$ cat src/rtl/imem_loader.sv
// Boot-time instruction-memory loader: streams words into imem from address 0,
// holds the core in reset during the load and releases it after a fixed delay.
module imem_loader #(
  parameter int ADDR_WIDTH  = 6,
  parameter int DATA_WIDTH  = 32,
  parameter int HOLD_CYCLES = 4
) (
  input  logic                  clk,
  input  logic                  reset,
  input  logic                  start,
  input  logic [ADDR_WIDTH:0]   prog_len,
  input  logic                  s_valid,
  output logic                  s_ready,
  input  logic [DATA_WIDTH-1:0] s_data,
  output logic                  imem_we,
  output logic [ADDR_WIDTH-1:0] imem_addr,
  output logic [DATA_WIDTH-1:0] imem_wdata,
  output logic                  cpu_reset,
  output logic                  busy,
  output logic                  done,
  output logic                  err,
  output logic [ADDR_WIDTH:0]   word_cnt
);

  typedef enum logic [1:0] {
    S_IDLE,
    S_LOAD,
    S_HOLD,
    S_RUN
  } state_e;

  localparam logic [ADDR_WIDTH:0] DEPTH =
    {1'b1, {ADDR_WIDTH{1'b0}}};
  localparam logic [7:0] HOLD_LAST = 8'(HOLD_CYCLES - 1);

  state_e                state_q, state_d;
  logic [ADDR_WIDTH:0]   len_q, len_d;
  logic [ADDR_WIDTH:0]   cnt_q, cnt_d;
  logic [7:0]            hold_q, hold_d;
  logic                  we_q, we_d;
  logic [ADDR_WIDTH-1:0] addr_q, addr_d;
  logic [DATA_WIDTH-1:0] wdata_q, wdata_d;
  logic                  cpu_rst_q, cpu_rst_d;
  logic                  busy_q, busy_d;
  logic                  done_q, done_d;
  logic                  err_q, err_d;

  logic                  len_ok;
  logic                  beat;
  logic [ADDR_WIDTH:0]   cnt_inc;

  assign len_ok  = (prog_len != '0) && (prog_len <= DEPTH);
  assign beat    = s_valid && (state_q == S_LOAD);
  assign cnt_inc = cnt_q + 1'b1;

  always_comb begin
    state_d   = state_q;
    len_d     = len_q;
    cnt_d     = cnt_q;
    hold_d    = hold_q;
    we_d      = 1'b0;
    addr_d    = addr_q;
    wdata_d   = wdata_q;
    cpu_rst_d = cpu_rst_q;
    busy_d    = busy_q;
    done_d    = done_q;
    err_d     = err_q;
    unique case (state_q)
      S_IDLE, S_RUN: begin
        // RUN restarts exactly like IDLE; an illegal start leaves the core running.
        if (start) begin
          if (len_ok) begin
            state_d   = S_LOAD;
            len_d     = prog_len;
            cnt_d     = '0;
            err_d     = 1'b0;
            busy_d    = 1'b1;
            done_d    = 1'b0;
            cpu_rst_d = 1'b0;
          end else begin
            err_d = 1'b1;
          end
        end
      end
      S_LOAD: begin
        if (beat) begin
          we_d    = 1'b1;
          addr_d  = cnt_q[ADDR_WIDTH-1:0];
          wdata_d = s_data;
          cnt_d   = cnt_inc;
          if (cnt_inc == len_q) begin
            state_d = S_HOLD;
            hold_d  = '0;
          end
        end
      end
      S_HOLD: begin
        if (hold_q == HOLD_LAST) begin
          state_d   = S_RUN;
          cpu_rst_d = 1'b1;
          busy_d    = 1'b0;
          done_d    = 1'b1;
        end else begin
          hold_d = hold_q + 8'd1;
        end
      end
      default: state_d = S_IDLE;
    endcase
  end

  always_ff @(posedge clk or negedge reset) begin
    if (!reset) begin
      state_q   <= S_IDLE;
      len_q     <= '0;
      cnt_q     <= '0;
      hold_q    <= '0;
      we_q      <= 1'b0;
      addr_q    <= '0;
      wdata_q   <= '0;
      cpu_rst_q <= 1'b0;
      busy_q    <= 1'b0;
      done_q    <= 1'b0;
      err_q     <= 1'b0;
    end else begin
      state_q   <= state_d;
      len_q     <= len_d;
      cnt_q     <= cnt_d;
      hold_q    <= hold_d;
      we_q      <= we_d;
      addr_q    <= addr_d;
      wdata_q   <= wdata_d;
      cpu_rst_q <= cpu_rst_d;
      busy_q    <= busy_d;
      done_q    <= done_d;
      err_q     <= err_d;
    end
  end

  assign s_ready    = (state_q == S_LOAD);
  assign imem_we    = we_q;
  assign imem_addr  = addr_q;
  assign imem_wdata = wdata_q;
  assign cpu_reset  = cpu_rst_q;
  assign busy       = busy_q;
  assign done       = done_q;
  assign err        = err_q;
  assign word_cnt   = cnt_q;

endmodule

$ cat config.mk
export PLATFORM = sky130hd
export DESIGN_NAME = imem_loader
export DESIGN_NICKNAME = d
export VERILOG_FILES = /design/src/rtl/imem_loader.sv
export SDC_FILE = /design/constraint.sdc
export NUM_CORES = 1
export LEC_CHECK = 0
export ABC_CLOCK_PERIOD_IN_PS = 3200
export CORE_MARGIN = 5
export CORE_UTILIZATION = 47
export CTS_CLUSTER_SIZE = 10
export DETAILED_ROUTE_END_ITERATION = 7
export GPL_ROUTABILITY_DRIVEN = 0
export GPL_TIMING_DRIVEN = 0
export PLACE_DENSITY = 0.8
export SYNTH_ARGS = -nofsm -noshare
export SYNTH_HDL_FRONTEND = slang
export SYNTH_SLANG_ARGS = --single-unit
$ cat constraint.sdc
create_clock -name clk -period 3.2 [get_ports clk]
set_clock_uncertainty 0.15 [all_clocks]
set_input_delay 0.8 -clock clk [delete_from_list [all_inputs] [get_ports clk]]
set_output_delay 0.8 -clock clk [all_outputs]
set_load 0.02 [all_outputs]
## Yosys cells after proc, flatten, opt, wreduce, memory -nomap -nowiden

Cells that the tools add are included.

| cells by class | value |
|---|---|
| multiplexer cells | 25 |
| eq/ne operators | 11 |
| $add $sub $neg | 2 |
| bitwise operators | 0 |
| order comparisons | 1 |
| shift-type cells | 0 |
| divide/modulo/power cells | 0 |
| multiply operators | 0 |
| reduce and logical (&&, ||, !) cells | 15 |

Operators with widths:

| kind | count |
|---|---|
| 8-bit 2-to-1 mux | 3 |
| 7-bit 2-to-1 mux | 3 |
| 8-bit case mux with 2 select lines | 1 |
| 7-bit case mux with 2 select lines | 1 |
| 4-bit AND reduction | 3 |
| 2-bit 2-to-1 mux | 5 |
| 1-bit 2-to-1 mux | 9 |
| 8-bit by 1-bit adder with 8-bit output, second input constant | 1 |
| 8-bit by 2-bit == test with 1-bit output, second input constant | 1 |
| 2-bit inequality test, second input constant | 4 |
| 7-bit by 1-bit adder with 7-bit output, second input constant | 1 |
| 7-bit == test | 1 |
| 7-bit <= comparator, second input constant | 1 |
| 7-bit nonzero test | 1 |
| 2-bit case mux with 3 select lines | 1 |
| 2-bit nonzero test | 3 |
| 5-bit AND reduction | 1 |
| 2-bit == test, second input constant | 2 |
| 2-bit by 1-bit inequality test with 1-bit output, second input constant | 2 |
| 1-bit case mux with 2 select lines | 2 |
| 2-bit AND reduction | 2 |
| 3-bit AND reduction | 1 |
| 2-bit by 1-bit == test with 1-bit output, second input constant | 1 |
| 1-bit logical AND | 2 |
| other kinds (2) | 2 |

| word-level totals | value |
|---|---|
| bits in registers | 66 |
| memories kept | 0 |
| latch bits | 0 |
| output and inout port bits | 51 |
| memory bits (read-only) | 0 |
| memory bits (writable) | 0 |

## Depth between registers and ports, before layout

| depth | value |
|---|---|
| depth in word-level cells | 5 |
| mapped depth | 9 |
| mapped depth without buffers | 8 |

## Worst setup path before layout

Ideal clock, no wire load.

| timing | value |
|---|---|
| kind | input to register |
| from | in prog_len[1] |
| to | reg len_q[0] |
| stages | 6 |
| arrival | 2.311 ns |
| slack | 0.614 ns |
| path through | nor4_1 -> a21oi_1 -> or3_1 -> clkbuf_1 -> nand2_1 -> mux2_2 |

| between the ends | value |
|---|---|
| cells in the longest elaborated chain, start to end | 3 |

RTL lines:

| element | line | text |
|---|---|---|
| start, declared | 11 | `input logic [ADDR_WIDTH:0] prog_len,` |
| 7-bit <= comparator / 7-bit nonzero test (equally long branches) | 52 | `assign len_ok = (prog_len != '0) && (prog_len <= DEPTH);` |
| 1-bit logical AND (*) | 52 |  |
| 3-bit AND reduction (no line) (*) | - |  |
| end signal, assigned | 126 | `len_q <= len_d;` |
| end, declared | 37 | `logic [ADDR_WIDTH:0] len_q, len_d;` |

Every way passes the cells marked *; elsewhere a longest branch is shown, timed or not.
A chain may end at the register's enable or synchronous reset.

## Worst setup path in the final report

| timing | value |
|---|---|
| from | in prog_len[1] |
| to | reg len_q[1] |

| between the ends | value |
|---|---|
| cells in the longest elaborated chain, start to end | 3 |

RTL lines:

| element | line |
|---|---|
| 7-bit <= comparator / 7-bit nonzero test (equally long branches) | 52 |
| 1-bit logical AND | 52 |
| 3-bit AND reduction (no line) | - |

Several ways; a longest one is shown, not always the timed one.

==> flow_metrics.env <==
export IMPL_placed_cell_area_sq_mm=0.00407
export IMPL_grt_pass1_wl_um=12200
export IMPL_finalCritPeriodShare_pct=93.6
export IMPL_setup_viol=0
export IMPL_final_layout_size_suffix_gt1_share_pct=19.4
export IMPL_row_count=29
export IMPL_critPathMaxFanout=8
export IMPL_portBuffers=93
export IMPL_track_usage_pct=18.8
export IMPL_startpoint_type="primary input"
export IMPL_clk_path_buf_depth=2
export IMPL_synth_ff_type="dfrtp_1"
export IMPL_crit_path_end_kind="register"
export IMPL_synth_top_area_share_pct=54.2
export IMPL_p_leak_nw=1.82
export IMPL_max_cap_viol_count=0
export IMPL_first_pass_iters=4
export IMPL_post_route_util_pct=67.8
export IMPL_status="finished, final reports clean"
export IMPL_postCtsSetupBuffers=0
export IMPL_synthTopCellsByArea="dfrtp_1 (54%), mux2_2 (16%), ha_1 (2.1%), o21ai_0 (2.0%), nand2_1 (1.8%)"
export IMPL_ys_ff_latch=66
export IMPL_htreeDepth=3
export IMPL_diodes=0
export IMPL_overflow=0
export IMPL_cts_tree="yes"
export IMPL_regArea_sq_mm=0.00165
export IMPL_clock_latency_ns=0.34
export IMPL_vias_per_cell=5.52
export IMPL_seq_area_frac_synth_pct=54.2
export IMPL_placedCellCount=421
export IMPL_hpwl_um=5480
export IMPL_syn_nets=299
export IMPL_chipWidth_um=90.5
export IMPL_synth_top_area_cell="dfrtp_1"
export IMPL_multi_input_area_sq_mm=0.00134
export IMPL_nets=403
export IMPL_clock_sinks=66
export IMPL_drcViolationCount=0
export IMPL_tightest_slew_ns=0.833
export IMPL_rsz0062_at_grt="no"
export IMPL_antenna_left=0
export IMPL_grt_max_degree=67
export IMPL_slew_limit_headroom_pct=44.4
export IMPL_core_area_sq_mm=0.00631
export IMPL_clkTransAtPathRegs_ns=0.07
export IMPL_fmax_mhz=334
export IMPL_critPathRequiredTime_ns=3.28
export IMPL_cellPowerDensity_mw_per_mm2=926
export IMPL_wl_per_cell_um=17.0
export IMPL_synth_warnings=0
export IMPL_final_max_slew_violation_count=0
export IMPL_synth_edff_count=0
export IMPL_vdd_drop_max_uv=551
export IMPL_fp_dieH_um=90.5
export IMPL_crit_arrival_ns=3.07
export IMPL_vias=2411
export IMPL_areaGrowthSynthToFinish_pct=40.5
export IMPL_drt_iter0_drc=113
export IMPL_grt_pass1_vias=2460
export IMPL_fillers=497
export IMPL_wirelength_um=7430
export IMPL_cts_root_buf="clkbuf_8"
export IMPL_fin_cells=437
export IMPL_fin_total_pwr_mw=3.96
export IMPL_timing_final_hold_violations=0
export IMPL_antenna_found_initial=0
export IMPL_ios=94
export IMPL_syn_cell_area_sq_mm=0.00305
export IMPL_min_period_ns=2.99
export IMPL_criticalPathCategory="primary input to register"
export IMPL_worstHoldPathType="register to register"
export IMPL_async_flop_share_pct=100
export IMPL_design_area_sq_mm=0.00428
export IMPL_initial_core_util_pct=48.3
export IMPL_synth_area_per_cell_sq_um=12.1
export IMPL_fp_dieArea_sq_mm=0.00819
export IMPL_netlist_instances=251
export IMPL_cts_inserted_buffers=9
export IMPL_cts_hold_buffers=0
export IMPL_ys_types=48
export IMPL_whs_ns=0.358
-- report_power, final --
part	switching (mW)	internal [mW]	total [mW]
sequential	0.194	1.15	1.34
combinational	0.967	0.952	1.92
clock	0.321	0.382	0.703
total	1.48	2.48	3.96
-- per-stage QoR --
step / setup WS (ns) / TNS, ns
finish: 0.205 / 0
global route: 0.0828 / 0
CTS: 0.135 / 0
detailed placement: -0.243 / -2.56
global placement: -1.02 / -68.57
floorplan: 0.614 / 0
-- flip-flops by register name, summed over array words and instances, names as in the netlist --
name,flops
state_q,2
imem_wdata,32
word_cnt,7
len_q,7
done,1
imem_addr,6
imem_we,1
busy,1
err,1
hold_q,8
-- area by class of cell --
| cell class | count | area share (%) |
|---|---|---|
| Multi-Input combinational cell | 168 | 31.3 |
| Tap cell | 77 | 2.25 |
| Clock buffer | 12 | 3.39 |
| Inverter | 6 | 0.526 |
| Sequential cell | 66 | 38.6 |
| Clock inverter | 4 | 1.20 |
| Timing Repair Buffer | 93 | 21.7 |
| Buffer | 11 | 1.05 |
-- final timing paths --
path / from / end / slack (ns) / depth (start not counted)
hold reg to reg: imem_wdata[21] / imem_wdata[21] / 0.36 / 1
hold / removal: imem_wdata[21] / imem_wdata[21] / 0.36 / 1
max in group asynchronous: reset / done / 1.94 / 1
setup reg to reg: hold_q[0] / state_q[1] / 0.44 / 6
setup / recovery: prog_len[1] / len_q[1] / 0.21 / 7
min in group asynchronous: reset / imem_wdata[12] / 0.39 / 1
-- repair_timing --
action | in CTS | in global routing
resized for setup | 0 | 2
setup endpoints to repair | 0 | 9
hold endpoints to repair | 0 | 0
-- cells in the mapped netlist, drive strengths merged, types with 4 or more instances --
cell type,n
and3,6
a221o,4
nor2,10
nand2,15
nor3,4
xor2,5
o21ai,12
mux2,44
buf,4
a21oi,10
inv,6
ha,5
clkbuf,7
nand3,6
xnor2,4
dfrtp,66
-- cell families after synthesis --
logic type	after synthesis	synth area share, %
xor gates and xnor gates	9	2.59
DFF	66	54.2
AOI/OAI and AO/OA	44	9.90
and+or+nand+nor	63	11.8
muxes	47	17.2
adders and majority gates	5	2.05
buffers and inverters	17	2.22
-- routing by layer --
| metal | wire (um) | up-vias | GRT usage, % |
|---|---|---|---|
| met5 | 0 | - | 0 |
| met4 | 278 | 0 | 11.9 |
| met2 | 3890 | 59 | 32.0 |
| li1 | - | 1125 | - |
| met3 | 323 | 19 | 3.75 |
| met1 | 2940 | 1208 | 21.5 |
-- worst max-delay path, cell delays in order --
cell	delay, ns
clkdlybuf4s50_1	0.45
nor4_2	0.40
a21oi_1	0.17
or3_1	0.36
clkbuf_1	0.21
nand2_1	0.30
mux2_2	0.37
-- layout by cell type, fill, tap and decap left out, types with 2 or more instances in the layout --
master / Yosys / routed
xnor2_1: 4 / 4
buf_1: 3 / 3
mux2i_1: 3 / 3
inv_1: 5 / 5
nor2b_1: 2 / 2
clkbuf_1: 7 / 9
nand2b_1: 2 / 2
xor2_1: 5 / 5
or2_2: 2 / 2
nand3_1: 5 / 5
a31oi_1: 2 / 2
clkdlybuf4s50_1: 0 / 92
nand3b_1: 2 / 2
nand2_1: 15 / 15
nor4_2: 1 / 2
o21ai_0: 12 / 12
buf_4: 1 / 2
a21oi_1: 10 / 10
a211o_1: 2 / 2
a22o_1: 2 / 2
a221o_1: 4 / 4
nor2_1: 10 / 10
ha_1: 5 / 5
or4b_1: 2 / 2
mux2_2: 44 / 44
and3_1: 6 / 6
o211ai_1: 2 / 2
nor3_1: 4 / 4
a21o_1: 2 / 2
clkbuf_8: 0 / 10
dfrtp_1: 66 / 66
Power figures use the tool's default switching activity.
